$ cat src/rtl/speck_enc_ctrl.sv
// Iterative SPECK32/64 encryptor: one round per clock, round keys generated alongside the data rounds.
// Latency ROUNDS+1 cycles from accepted start to the done pulse; start is ignored while busy (ready low).
module speck_enc_ctrl #(
  parameter int WORD   = 16,
  parameter int ROUNDS = 22,
  parameter int ALPHA  = 7,
  parameter int BETA   = 2
) (
  input  logic                clk,
  input  logic                rst,
  input  logic                start,
  input  logic [2*WORD-1:0]   pt,
  input  logic [4*WORD-1:0]   key,
  output logic                ready,
  output logic                busy,
  output logic                done,
  output logic [2*WORD-1:0]   ct
);

  localparam int CW = (ROUNDS > 1) ? $clog2(ROUNDS) : 1;

  typedef enum logic [1:0] {
    IDLE = 2'd0,
    RUN  = 2'd1,
    DONE = 2'd2
  } state_t;

  state_t          state;
  state_t          state_nxt;
  logic            accept;
  logic            last;

  logic [WORD-1:0] x;
  logic [WORD-1:0] y;
  logic [WORD-1:0] k;
  logic [WORD-1:0] l0;
  logic [WORD-1:0] l1;
  logic [WORD-1:0] l2;
  logic [CW-1:0]   rnd;

  logic [WORD-1:0] x_nxt;
  logic [WORD-1:0] y_nxt;
  logic [WORD-1:0] k_nxt;
  logic [WORD-1:0] l_new;

  function automatic logic [WORD-1:0] ror_a(input logic [WORD-1:0] v);
    return (v >> ALPHA) | (v << (WORD - ALPHA));
  endfunction

  function automatic logic [WORD-1:0] rol_b(input logic [WORD-1:0] v);
    return (v << BETA) | (v >> (WORD - BETA));
  endfunction

  assign last = (rnd == CW'(ROUNDS - 1));

  // Shared round datapath: the data round consumes the current k while the
  // key schedule prepares the next one from the same k and the l-queue head.
  always_comb begin
    x_nxt = (ror_a(x) + y) ^ k;
    y_nxt = rol_b(y) ^ x_nxt;
    l_new = (k + ror_a(l0)) ^ WORD'(rnd);
    k_nxt = rol_b(k) ^ l_new;
  end

  always_ff @(posedge clk) begin
    if (rst) begin
      state <= IDLE;
    end else begin
      state <= state_nxt;
    end
  end

  always_comb begin
    state_nxt = state;
    accept    = 1'b0;
    busy      = 1'b0;
    ready     = 1'b1;
    done      = 1'b0;
    case (state)
      IDLE: begin
        if (start) begin
          accept    = 1'b1;
          state_nxt = RUN;
        end
      end
      RUN: begin
        busy  = 1'b1;
        ready = 1'b0;
        if (last) begin
          state_nxt = DONE;
        end
      end
      DONE: begin
        done = 1'b1;
        // A start here chains straight into the next run with no idle gap.
        if (start) begin
          accept    = 1'b1;
          state_nxt = RUN;
        end else begin
          state_nxt = IDLE;
        end
      end
      default: begin
        state_nxt = IDLE;
      end
    endcase
  end

  always_ff @(posedge clk) begin
    if (rst) begin
      x   <= '0;
      y   <= '0;
      k   <= '0;
      l0  <= '0;
      l1  <= '0;
      l2  <= '0;
      rnd <= '0;
      ct  <= '0;
    end else if (accept) begin
      x   <= pt[2*WORD-1:WORD];
      y   <= pt[WORD-1:0];
      k   <= key[WORD-1:0];
      l0  <= key[2*WORD-1:WORD];
      l1  <= key[3*WORD-1:2*WORD];
      l2  <= key[4*WORD-1:3*WORD];
      rnd <= '0;
    end else if (state == RUN) begin
      x   <= x_nxt;
      y   <= y_nxt;
      k   <= k_nxt;
      l0  <= l1;
      l1  <= l2;
      l2  <= l_new;
      // Counter parks at zero after the last round so it never wraps past ROUNDS.
      rnd <= last ? '0 : rnd + CW'(1);
      if (last) begin
        ct <= {x_nxt, y_nxt};
      end
    end
  end

endmodule

$ cat config.mk
export PLATFORM = sky130hd
export DESIGN_NAME = speck_enc_ctrl
export DESIGN_NICKNAME = d
export VERILOG_FILES = /design/src/rtl/speck_enc_ctrl.sv
export SDC_FILE = /design/constraint.sdc
export NUM_CORES = 1
export LEC_CHECK = 0
export ABC_CLOCK_PERIOD_IN_PS = 4200
export BUFFER_PORTS_ARGS = -buffer_cell sky130_fd_sc_hd__buf_4
export CORE_MARGIN = 4
export CORE_UTILIZATION = 30
export DETAILED_ROUTE_END_ITERATION = 8
export PLACE_DENSITY = 0.51
export SLEW_MARGIN = 30
export SYNTH_ARGS = -nofsm -noshare
export SYNTH_HDL_FRONTEND = slang
export SYNTH_SLANG_ARGS = --single-unit
$ cat constraint.sdc
create_clock -name clk -period 4.2 [get_ports clk]
set_clock_uncertainty 0.1 [all_clocks]
set_input_delay 0.21 -clock clk [delete_from_list [all_inputs] [get_ports clk]]
set_output_delay 0.21 -clock clk [all_outputs]
set_load 0.03 [all_outputs]
==> impl_metrics.toml <==
[clock_network]
clockBufferDepth = 2
cts.htree.levels = 4
clk_latency_ns = 0.43
clk_pin_slew_ns = 0.06
cts_tree = "built"
cts_made_buffers = 17
cts.sinks = 135
cts-root-buf = "clkbuf_16"

[place]
place_area_mm2 = 0.00846
place_ws_ns = 1.39
io_buffers = 133
gp_congestion = 0.877
place_hpwl_mm = 17.5

[synthesis]
syn_avg_cell_area_um2 = 8.42
synthTopCellsByArea = "dfxtp_1 (38%), a22oi_1 (8.1%), a21oi_1 (7.4%)"
async_flop_share = 0
synth-seq-cells = 135
synth_nets = 989
synthDistinctLibCells = 58
synth_warnings = 0
syn_area_mm2 = 0.00720
yosys.cell_count.top_type = "dfxtp_1"
synth_top_family_by_area = "compound AO/OA/AOI/OAI gates"
synthFlopType = "dfxtp_1"
synth_common_cells = "dfxtp_1 (135), nand2_1 (131), a21oi_1 (107)"
muxShareOfSynthArea = 0
synth-adder-area-share = 0.0611
synth_top_area_frac = 0.375
synthCells = 856
yosysTopAreaCell = "dfxtp_1"
synth_compound_area_frac = 0.271
yosys.area_share.simple = 0.139
yosys.area_share.xor_xnor = 0.113
synth_seq_area_share = 0.375
synth_edf_count = 0

[worst_setup_path]
critPathBufInv = 1
path_depth = 10
crit_path_start_kind = "flop"
cpLargestDelayFamily = "compound AO/OA/AOI/OAI gates"
critPathRequiredTime_ns = 4.42
end_kind = "flop"
slowest_stage = "dfxtp_1"
crit_chain = "ha_1, inv_1, fa_1, and2b_1, o2111ai_1, a211oi_1, nor2_1, o21ai_1, xor3_1, o21a_1"
rr_worst_depth = 10
crit_path_max_incr_delay_ns = 0.42
cp_max_fo = 4
cp.arrival_ns = 3.03
crit_type = "reg2reg"

[route]
met2_length_mm = 11.6
drtPass1Iterations = 5
highest_layer = "met4"
antenna_left = 0
wl_met1_mm = 11.8
drt_first_iter_violations = 392
post_drt_wl_per_cell_um = 18.2
drcViolationCount = 0
wl_met3_mm = 1.16
viasPerCell = 5.06
route.vias.total = 6897
drt-total-wl_mm = 24.8

[global_route]
grt_overflow = 0
grt_start_max_net_pins = 94
grt_usage = 0.187
antenna_found_initial = 0
grt_pass1_vias = 6752
grt_pass1_wl_mm = 38.8

[die]
dieArea_mm2 = 0.0266
die_w_um = 163
ios = 134
start_util = 0.306
rows = 56
die_y_um = 163
core_area_mm2 = 0.0235

[layout]
nNetsFinal = 1164
num_antenna_cells = 0
syn2layout_area_growth_pct = 35.5
fillers = 2444
post-route-cell-area_mm2 = 0.00976
layout-drive-gt1-share = 0.182

[sta]
rsz0062_at_grt = "false"
finalCritPeriodShare = 0.668
max_freq_mhz = 357
finalSetupViolCount = 0
timing.hold.ws_ns = 0.00398
tightestPinTransition_ns = 0.959
slew_viol_final = 0
fin_ws_ns = 1.40
layout_min_cycle_time_ns = 2.80
fin_tns_setup_ns = 0
hold_viol_final = 0
slew_headroom = 0.359

[power]
power.density_mw_per_mm2 = 426
vdd_drop_max_mv = 0.269
leakage_nw = 3.94

[min_path]
hold_path.class = "in2reg"
min_path_cells = 3

[run]
maxCapViolations = 0

[status]
status = "completed"
final timing paths:
| path | end | slack, ns | from |
|---|---|---|---|
| worst max-delay path | k[14] | 1.40 | k[0] |
| worst min-delay path | k[12] | 0.004 | key[12] |
| worst max register to register | k[14] | 1.40 | k[0] |
| worst min register to register | ct[17] | 0.35 | ct[17] |
state kept, by name (all words and copies together), names as in the netlist:
name,count
x,16
k,16
state,2
y,16
ct,32
l2,16
l0,16
l1,16
rnd,5
layer usage:
layer	track usage	vias up
li1	-	3435
met4	0.0465	0
met1	0.262	3250
met2	0.300	190
met5	0	-
met3	0.0319	22
cell type report:
class / instances / area (µm²) / share of cell area
clock buffers: 17 / 425 / 0.0436
clock inverters: 15 / 135 / 0.0138
inverters: 12 / 45.0 / 0.00461
multi-input cells: 648 / 4240 / 0.434
flip-flops and latches: 135 / 2700 / 0.277
well taps: 319 / 399 / 0.0409
repair buffers: 217 / 1820 / 0.186
power breakdown:
part	internal [mW]	total (mW)	switching, mW
clock network	0.780	1.46	0.680
registers	1.39	1.50	0.116
logic	0.519	1.20	0.679
tightest hold or removal path, cell delays in order:
cell	delay, ns
buf_4	0.09
a22oi_1	0.07
o2bb2ai_1	0.12
through the flow:
stage | total power [mW] | std cells | util
5_1_grt | 4.37 | 1363 | 0.415
6_report | 4.16 | 1363 | 0.415
3_5_place_dp | 2.67 | 1257 | 0.359
4_1_cts | 4.19 | 1363 | 0.414
2_1_floorplan | 2.30 | 856 | -
3_3_place_gp | 2.67 | 1257 | 0.359
cells by family (layout without fill, tap and decap cells):
logic type               after synthesis  count (layout)
AO/OA/AOI/OAI                        293             293
AND/OR/NAND/NOR                      236             236
flip-flops                           135             135
XOR/XNOR                              85              85
buffers and inverters                 73             261
adder cells (fa/ha/maj)               34              34
placed cells by master, fill, tap and decap left out, types with 13 or more instances in the layout:
cell type      count
dfxtp_1          135
o21ai_0           15
a21oi_1          107
xnor2_1           49
clkbuf_16         17
nand2_1          131
nor2_1            54
buf_4            142
o22ai_1           13
a22oi_1           78
ha_1              32
dlygate4sd3_1     74
xor2_1            31
a211oi_1          19
what timing repair did:
action                                 CTS  global route
resized for setup                        0             0
endpoints found under the hold margin   74             0
hold buffers                            74             0
buffers inserted                         0             0
Note: power is estimated with default switching activity, not from simulation.
